--- src/rtl/amiga_eclk_cycle_if.sv ---
// CPU-side handshake bundle for the E-clock peripheral cycle engine.
//   req   : CPU cycle request (level, four-phase handshake)
//   rw    : 1 = read, 0 = write, sampled with req
//   wdata : CPU write data, sampled with req
//   rdata : captured CIA read data
//   ack   : cycle-complete acknowledge
//   busy  : engine is not idle
// The master modport is the CPU view. The slave modport is the cycle engine view.
interface amiga_eclk_cycle_if;
    logic       req;
    logic       rw;
    logic [7:0] wdata;
    logic [7:0] rdata;
    logic       ack;
    logic       busy;

    modport master (
        output req, rw, wdata,
        input  rdata, ack, busy
    );

    modport slave (
        input  req, rw, wdata,
        output rdata, ack, busy
    );
endinterface

--- src/rtl/amiga_eclk_cycle.sv ---
// E-clock synchronised CIA access engine.
// The engine accepts a CPU request and aligns it to the 10-phase E clock.
// It drives vma and a single cia_en strobe to the CIA, then completes a
// four-phase ack handshake with the CPU.
//
// Ports
//   clk_28    : 28 MHz clock, sole clock
//   reset_n   : asynchronous active-low reset
//   clk7_en   : 7 MHz enable, one clk_28 cycle in four ("tick")
//   eclk      : one-hot E phase vector, bit k = phase k
//   cpu       : CPU handshake (req/rw/wdata in, rdata/ack/busy out)
//   cia_dout  : CIA read data
//   e         : registered E clock level (phases 6..9)
//   vma       : valid memory address to CIA
//   cia_rw    : latched rw
//   cia_din   : latched write data
//   cia_en    : CIA access strobe, one clk_28 cycle wide
//
// state  | meaning
// IDLE   | waiting for req on a tick
// SYNC   | request latched, waiting for the VMA_PHASE tick
// ACCESS | vma asserted, waiting for the STROBE_PHASE tick
// ACK    | strobe done, ack held until req drops
module amiga_eclk_cycle #(
    parameter int VMA_PHASE    = 2,
    parameter int STROBE_PHASE = 9
) (
    input  logic              clk_28,
    input  logic              reset_n,
    input  logic              clk7_en,
    input  logic [9:0]        eclk,
    amiga_eclk_cycle_if.slave cpu,
    input  logic [7:0]        cia_dout,
    output logic              e,
    output logic              vma,
    output logic              cia_rw,
    output logic [7:0]        cia_din,
    output logic              cia_en
);

    // Phases are matched on the exact one-hot value. An all-zero or
    // multi-hot eclk therefore matches nothing, and the FSM holds.
    localparam logic [9:0] VMA_HOT    = 10'b1 << VMA_PHASE;
    localparam logic [9:0] STROBE_HOT = 10'b1 << STROBE_PHASE;

    typedef enum logic [1:0] {
        IDLE   = 2'd0,
        SYNC   = 2'd1,
        ACCESS = 2'd2,
        ACK    = 2'd3
    } state_t;

    state_t     state_q, state_d;
    logic       vma_q, vma_d;
    logic       ack_q, ack_d;
    logic       cia_en_q, cia_en_d;
    logic       cia_rw_q, cia_rw_d;
    logic       e_q, e_d;
    logic [7:0] cia_din_q, cia_din_d;
    logic [7:0] rdata_q, rdata_d;
    logic       at_vma;
    logic       at_strobe;

    assign at_vma    = (eclk == VMA_HOT);
    assign at_strobe = (eclk == STROBE_HOT);

    always_comb begin
        state_d   = state_q;
        vma_d     = vma_q;
        ack_d     = ack_q;
        cia_en_d  = 1'b0;
        cia_rw_d  = cia_rw_q;
        cia_din_d = cia_din_q;
        rdata_d   = rdata_q;
        e_d       = |eclk[9:6];

        if (clk7_en) begin
            case (state_q)
                IDLE: begin
                    if (cpu.req) begin
                        state_d   = SYNC;
                        cia_rw_d  = cpu.rw;
                        cia_din_d = cpu.wdata;
                    end
                end
                SYNC: begin
                    if (at_vma) begin
                        state_d = ACCESS;
                        vma_d   = 1'b1;
                    end
                end
                ACCESS: begin
                    if (at_strobe) begin
                        state_d  = ACK;
                        cia_en_d = 1'b1;
                        ack_d    = 1'b1;
                        if (cia_rw_q) begin
                            rdata_d = cia_dout;
                        end
                    end
                end
                ACK: begin
                    // The first tick in ACK always drops vma. Later ticks
                    // only wait for the CPU to release req.
                    vma_d = 1'b0;
                    if (!cpu.req) begin
                        state_d = IDLE;
                        ack_d   = 1'b0;
                    end
                end
                default: state_d = IDLE;
            endcase
        end
    end

    always_ff @(posedge clk_28 or negedge reset_n) begin
        if (!reset_n) begin
            state_q   <= IDLE;
            vma_q     <= 1'b0;
            ack_q     <= 1'b0;
            cia_en_q  <= 1'b0;
            cia_rw_q  <= 1'b1;
            cia_din_q <= 8'h00;
            rdata_q   <= 8'h00;
            e_q       <= 1'b0;
        end else begin
            state_q   <= state_d;
            vma_q     <= vma_d;
            ack_q     <= ack_d;
            cia_en_q  <= cia_en_d;
            cia_rw_q  <= cia_rw_d;
            cia_din_q <= cia_din_d;
            rdata_q   <= rdata_d;
            e_q       <= e_d;
        end
    end

    assign e         = e_q;
    assign vma       = vma_q;
    assign cia_rw    = cia_rw_q;
    assign cia_din   = cia_din_q;
    assign cia_en    = cia_en_q;
    assign cpu.rdata = rdata_q;
    assign cpu.ack   = ack_q;
    assign cpu.busy  = (state_q != IDLE);

endmodule

--- src/flat_wrapper.sv ---
// flat-port wrapper written by rule: the top's interface ports become plain ports
module amiga_eclk_cycle_flat 
#(
    parameter int VMA_PHASE    = 2,
    parameter int STROBE_PHASE = 9
)
  (clk_28, reset_n, clk7_en, eclk, cia_dout, e, vma, cia_rw, cia_din, cia_en, cpu_req, cpu_rw, cpu_wdata, cpu_rdata, cpu_ack, cpu_busy);
  amiga_eclk_cycle_if cpu_i ();
  input  logic clk_28;
  input  logic reset_n;
  input  logic clk7_en;
  input  logic [9:0] eclk;
  input  logic [7:0] cia_dout;
  output logic e;
  output logic vma;
  output logic cia_rw;
  output logic [7:0] cia_din;
  output logic cia_en;
  input wire logic [$bits(cpu_i.req)-1:0] cpu_req;
  input wire logic [$bits(cpu_i.rw)-1:0] cpu_rw;
  input wire logic [$bits(cpu_i.wdata)-1:0] cpu_wdata;
  output wire logic [$bits(cpu_i.rdata)-1:0] cpu_rdata;
  output wire logic [$bits(cpu_i.ack)-1:0] cpu_ack;
  output wire logic [$bits(cpu_i.busy)-1:0] cpu_busy;
  assign cpu_i.req = cpu_req;
  assign cpu_i.rw = cpu_rw;
  assign cpu_i.wdata = cpu_wdata;
  assign cpu_rdata = cpu_i.rdata;
  assign cpu_ack = cpu_i.ack;
  assign cpu_busy = cpu_i.busy;
  amiga_eclk_cycle #(.VMA_PHASE(VMA_PHASE), .STROBE_PHASE(STROBE_PHASE)) u_core (.clk_28(clk_28), .reset_n(reset_n), .clk7_en(clk7_en), .eclk(eclk), .cpu(cpu_i), .cia_dout(cia_dout), .e(e), .vma(vma), .cia_rw(cia_rw), .cia_din(cia_din), .cia_en(cia_en));
endmodule
--- config.mk ---
export PLATFORM = sky130hd
export DESIGN_NAME = amiga_eclk_cycle_flat
export DESIGN_NICKNAME = d
export VERILOG_FILES = /design/src/rtl/amiga_eclk_cycle_if.sv /design/src/rtl/amiga_eclk_cycle.sv /design/src/flat_wrapper.sv
export SDC_FILE = /design/constraint.sdc
export NUM_CORES = 1
export LEC_CHECK = 0
export ABC_AREA = 1
export CORE_MARGIN = 2
export CORE_UTILIZATION = 35
export DETAILED_ROUTE_END_ITERATION = 12
export PLACE_DENSITY = 0.74
export SYNTH_ARGS = -nofsm -noshare
export SYNTH_HDL_FRONTEND = slang
export SYNTH_SLANG_ARGS = --single-unit
--- constraint.sdc ---
create_clock -name clk_28 -period 1.3 [get_ports clk_28]
set_clock_uncertainty 0.05 [all_clocks]
set_input_delay 0.13 -clock clk_28 [delete_from_list [all_inputs] [get_ports clk_28]]
set_output_delay 0.13 -clock clk_28 [all_outputs]
set_load 0.005 [all_outputs]
==> flow_summary.yaml, run 1 <==
floorplan:
  ios: 53
  die-area_mm2: 0.00350
  initial_core_util: 0.357
  core_mm2: 0.00298
  die_w_um: 59.1
  die-height_um: 59.1
  placementRows: 20
detailed_routing:
  wl_met1_um: 1080
  firstDrtPassIters: 4
  wl_um: 2960
  wl_met2_um: 1700
  drc: 0
  wl_met3_um: 149
  top_layer_used: "met4"
  drt.antenna.violating_nets: 0
  vias_per_cell: 4.78
  drt_iter0_drc: 25
  wl_per_cell_um: 13.6
  num_vias: 1041
logic_synthesis:
  postSynthCellCount: 110
  ys_seq_area_frac: 0.542
  synth_top_family_by_area: "simple AND/OR/NAND/NOR gates"
  synth.area.top_cells: "dfrtp_1 (52%), nand2_1 (11%), mux2_2 (9.5%), nand3_1 (6.1%), ha_1 (4.7%)"
  syn_nets: 145
  synth_xor_area_frac: 0
  synth_edf_count: 0
  synth-seq-cells: 23
  synth_area_per_cell_um2: 9.67
  synth.cell_area_mm2: 0.00106
  synthAdderAreaFrac: 0.0471
  synth-compound-area-share: 0.0118
  synth_cell_type_count: 18
  ys.flop_type: "dfrtp_1"
  yosysWarnings: 0
  synth_top_cell_by_area: "dfrtp_1"
  synthArstFlopShare: 1.00
  synth_simple_gate_area_frac: 0.254
  synth.mux.area_fraction: 0.0953
  synth_top_area_frac: 0.518
finish:
  n_fill_cell: 261
  fin_nets: 221
  layout-drive-gt1-share: 0.362
  num_antenna_cells: 0
  area_growth_pct: 83.4
  fin_cells: 218
  fin_util: 0.655
global_route:
  antenna_found_initial: 0
  track_usage: 0.190
  grt_pass1_vias: 1172
  gr-total-overflow: 0
  grt_max_degree: 24
  grt_pass1_wl_um: 4930
worst_setup_path:
  path_class: "reg -> reg"
  r2r_slack_ns: -0.12
  cp-start-kind: "register"
  worstSetupEndpointType: "register"
  crit_fanout: 5
  crit-reg2reg-launch: "u_core.state_q[1]"
  r2r-end: "u_core.cpu.rdata[7]"
  r2r_cells: 8
  required_ns: 1.51
  cp-startpoint: "u_core.state_q[1]"
  crit_arrival_ns: 1.64
  critPathCapture: "u_core.cpu.rdata[7]"
power_and_ir_drop:
  cellPowerDensity_mw_per_mm2: 1440
  internal-power_w: 0.00184
  power_frac_seq: 0.367
  p_leak_nw: 0.969
  ir_drop_uv: 888
  pwr-share-comb: 0.513
  p_sw_frac: 0.344
  power_w: 0.00281
  p_clk_frac: 0.120
  switchingPower_w: 0.000967
cts:
  ctsHtreeMaxLevel: 1
  cts_root_buf: "clkbuf_4"
  clockBufferDepth: 2
  cts_buffers: 3
  insertion_delay_ns: 0.31
  tritoncts: "built"
  clk_pin_slew_ns: 0.13
  clock_sinks: 23
  hold_buffers: 0
sta:
  slew_headroom: 0.768
  maxSlewViolCount: 0
  post-route-min-period_ns: 1.42
  tightest_slew_ns: 0.347
  final.setup.tns_ns: -2.05
  finalHoldViolCount: 0
  finalSetupViolations: 22
  max_freq_mhz: 703
  fin_crit_sh: 1.09
  setup_slack_ns: -0.122
  rsz0062_at_grt: "yes"
placed_design:
  dp_hpwl_um: 2110
  gp_congestion: 0.816
  place_ws_ns: -0.293
  placed_cells: 202
  port_buffers: 52
status:
  violations: "negative setup slack"
  outcome: "finished, violations left"
run:
  cap_violations: 0
min_path:
  hold_path_class: "in -> async"
-- metrics by stage --
step	area [µm²]	hold WS, ns
after CTS	1840	0.0981
after global routing	1950	0.111
final	1950	0.0971
after floorplan	1070	-0.216
after global placement	1680	0.402
after detailed placement	1680	0.409
-- cell type report --
class,instances,area [µm²],area share
clock buffer,3,22.5,0.0115
sequential,23,577,0.296
inverter,10,37.5,0.0192
multi-input combinational,75,581,0.298
tap,33,41.3,0.0212
clock inverter,1,5.00,0.00257
timing repair buffer,73,687,0.352
-- repair_timing --
action	4_1_cts	5_1_grt
pin swaps	9	11
gates resized for setup	45	24
hold endpoints to repair	0	0
gates cloned	1	0
endpoints found under the setup margin	42	23
buffers inserted	10	2
-- cells in the mapped netlist, drive strengths merged (2+ instances only) --
cell and instances:
dfrtp 22, ha 4, inv 10, mux2 9, nand2 32, nand3 14
nand4 2, nor2 10
-- cell usage in the layout, fill, tap and decap left out, types with 6 or more instances in the layout --
| cell | instances |
|---|---|
| nand2_2 | 10 |
| buf_4 | 15 |
| dlygate4sd2_1 | 20 |
| dfrtp_1 | 22 |
| nor2_1 | 8 |
| nand3_1 | 7 |
| nand2_1 | 19 |
| nand3_2 | 6 |
| inv_1 | 7 |
| clkdlybuf4s50_1 | 30 |
| mux2_2 | 9 |
-- critical path: stages, from the launching register on --
cell	delay, ns
dfrtp_1	0.41
buf_6	0.12
ha_4	0.12
nand2_2	0.05
nor3_4	0.20
buf_12	0.15
buf_8	0.12
nand3_1	0.07
nand2_1	0.08
-- state kept, by name, summed over array words and instances, names as in the netlist --
| signal | count |
|---|---|
| u_core.state_q | 2 |
| u_core.cpu.ack | 1 |
| u_core.vma | 1 |
| u_core.e | 1 |
| u_core.cia_rw | 1 |
| u_core.cia_din | 8 |
| u_core.cpu.rdata | 8 |
| u_core.cia_en | 1 |
-- cells by family (layout without fill, tap and decap cells) --
group                      Yosys count  count (layout)
adders and majority gates            4               4
AOI/OAI and AO/OA                    2               2
and+or+nand+nor                     60              60
DFF                                 23              23
muxes                                9               9
buffers and inverters               12              87
-- per-layer routing --
| metal | up-vias | track usage |
|---|---|---|
| li1 | 505 | - |
| met3 | 4 | 0.0306 |
| met2 | 33 | 0.379 |
| met5 | - | 0 |
| met4 | 0 | 0.0779 |
| met1 | 499 | 0.190 |
-- power groups by stage --
stage / clock network [W] / registers, W / logic (W)
after floorplan: 0 / 0.00106 / 0.000467
after global placement: 0 / 0.00104 / 0.00118
after detailed placement: 0 / 0.00105 / 0.00121
after CTS: 0.000363 / 0.00103 / 0.00139
after global routing: 0.000389 / 0.00106 / 0.00159
final: 0.000337 / 0.00103 / 0.00144
-- worst min path at each step --
stage	start	end	slack (ns)	cells past startpoint
global route	reset_n	u_core.cia_din[3]	0.11	2
global placement	u_core.cpu.rdata[7]	u_core.cpu.rdata[7]	0.40	2
finish	reset_n	u_core.cia_din[6]	0.1	2
floorplan	reset_n	u_core.cia_din[0]	-0.22	0
detailed placement	u_core.cpu.rdata[4]	u_core.cpu.rdata[4]	0.41	2
CTS	reset_n	u_core.cia_din[6]	0.1	2
Note: power is estimated with default switching activity, not from simulation.
==> inputs of run 2 (changes only) <==
- GPL_TIMING_DRIVEN: default -> 0
==> run 2 against run 1 <==
The flow still finishes with violations (negative setup slack). Combinational power decreased by 14%. Clock power decreased by 3%. Worst hold slack improved by 0.21 ns. Final cell count decreased by 5.0%. Routed wire length shrank 7.2%. Critical path type unchanged. Critical endpoint is now u_core.cpu.ack. Largest cell class is now flip-flops and latches. Highest routed layer unchanged.
==> flow_summary.yaml, run 2 (synthesized netlist as in run 1, its figures left out) <==
floorplan:
  core_mm2: 0.00298
  placementRows: 20
  die_w_um: 59.1
  initial_core_util: 0.357
  ios: 53
  die-height_um: 59.1
  die-area_mm2: 0.00350
worst_setup_path:
  crit-reg2reg-launch: "u_core.state_q[0]"
  crit_arrival_ns: 1.59
  r2r_slack_ns: -0.08
  worstSetupEndpointType: "register"
  cp-startpoint: "u_core.state_q[0]"
  r2r_cells: 9
  crit_fanout: 5
  required_ns: 1.51
  critPathCapture: "u_core.cpu.ack"
  cp-start-kind: "register"
  path_class: "reg -> reg"
  r2r-end: "u_core.cpu.ack"
min_path:
  hold_path_class: "in -> async"
power_and_ir_drop:
  ir_drop_uv: 840
  p_leak_nw: 0.909
  cellPowerDensity_mw_per_mm2: 1470
  power_w: 0.00260
sta:
  tightest_slew_ns: 1.01
  slew_headroom: 0.323
  maxSlewViolCount: 0
  final.setup.tns_ns: -1.25
  post-route-min-period_ns: 1.38
  fin_crit_sh: 1.06
  max_freq_mhz: 725
  finalHoldViolCount: 0
  setup_slack_ns: -0.0800
  rsz0062_at_grt: "yes"
  finalSetupViolations: 21
  holdWs_ns: 0.309
status:
  violations: "negative setup slack"
  outcome: "finished, violations left"
detailed_routing:
  num_vias: 1003
  drc: 0
  drt.antenna.violating_nets: 0
  firstDrtPassIters: 4
  wl_per_cell_um: 13.3
  drt_iter0_drc: 47
  vias_per_cell: 4.85
  wl_um: 2740
cts:
  cts_buffers: 3
  insertion_delay_ns: 0.31
  ctsHtreeMaxLevel: 1
  hold_buffers: 0
  clock_sinks: 23
  tritoncts: "built"
  clockBufferDepth: 2
  cts_root_buf: "clkbuf_4"
  clk_pin_slew_ns: 0.12
finish:
  n_fill_cell: 270
  mostFrequentLayoutCell: "clkdlybuf4s50_1"
  layout-drive-gt1-share: 0.247
  area_growth_pct: 66.5
  fin_nets: 210
  layout_common_cells: "clkdlybuf4s50_1 (30), nand2_1 (26), dfrtp_1 (22), dlygate4sd2_1 (20), nand3_1 (12)"
  num_antenna_cells: 0
global_route:
  grt_max_degree: 24
  gr-total-overflow: 0
  antenna_found_initial: 0
  track_usage: 0.171
  grt_pass1_vias: 1057
  grt_pass1_wl_um: 4520
placed_design:
  port_buffers: 52
  dp_hpwl_um: 2020
  gp_congestion: 0.721
run:
  cap_violations: 0
-- run 2: changes by cell type in the layout (fill, tap and decap cells not counted), moves of 2 or more --
cell / previous run / this run
buf_4: 15 / 7
buf_8: 2 / 0
nand2_1: 19 / 26
nand2_2: 10 / 4
nand3_1: 7 / 12
nand3_2: 6 / 2
-- run 2: power by group --
| part | switching (W) | total [W] | internal (W) |
|---|---|---|---|
| registers | 0.000103 | 0.00103 | 0.000927 |
| clock network | 0.000207 | 0.000327 | 0.000120 |
| logic | 0.000568 | 0.00124 | 0.000672 |
| total | 0.000878 | 0.00260 | 0.00172 |
-- run 2: worst min path at each step --
stage,end,slack [ns],from
after detailed placement,u_core.cpu.rdata[3],0.41,u_core.cpu.rdata[3]
final,u_core.cia_din[6],0.31,reset_n
after global routing,u_core.cpu.rdata[0],0.30,cia_dout[0]
after global placement,u_core.cpu.rdata[7],0.40,u_core.cpu.rdata[7]
after CTS,u_core.cpu.rdata[5],0.31,cia_dout[5]
after floorplan,u_core.cia_din[0],-0.22,reset_n
-- run 2: layer usage --
| layer | vias up | track usage | part of all wire |
|---|---|---|---|
| met5 | - | 0 | 0 |
| met4 | 0 | 0.0357 | 0.0044 |
| met3 | 3 | 0.0611 | 0.065 |
| met2 | 37 | 0.332 | 0.57 |
| met1 | 477 | 0.173 | 0.36 |
| li1 | 486 | - | - |
-- run 2: cell type report --
| cell class | instances | area, µm² | share of cell area |
|---|---|---|---|
| Sequential cell | 23 | 577 | 0.326 |
| Clock buffer | 4 | 26.3 | 0.0148 |
| Multi-Input combinational cell | 75 | 518 | 0.293 |
| Buffer | 2 | 16.3 | 0.00919 |
| Tap cell | 33 | 41.3 | 0.0233 |
| Timing Repair Buffer | 60 | 554 | 0.313 |
| Inverter | 10 | 37.5 | 0.0212 |
-- run 2: timing repair --
| action | CTS | global route |
|---|---|---|
| resized for setup | 34 | 14 |
| gates cloned | 0 | 1 |
| pin swaps | 2 | 6 |
| buffers inserted | 7 | 0 |
| endpoints found under the setup margin | 42 | 23 |
| endpoints found under the hold margin | 0 | 0 |
-- run 2: through the flow --
stage / std cells / instance area [µm²] / utilization / worst slack (ns)
after floorplan: 110 / 1070 / - / -0.0120
after CTS: 206 / 1720 / 0.578 / -0.198
after global routing: 207 / 1770 / 0.595 / -0.165
after global placement: 195 / 1630 / 0.547 / -0.265
final: 207 / 1770 / 0.595 / -0.0800
after detailed placement: 195 / 1630 / 0.547 / -0.305
-- run 2: worst max-delay path: stages (launching register included) --
cell,delay (ns)
dfrtp_1,0.42
inv_2,0.10
ha_4,0.15
nand2_4,0.05
nor3_4,0.22
buf_6,0.17
nand2_2,0.05
nand2_1,0.05
nand2_1,0.04
inv_1,0.04
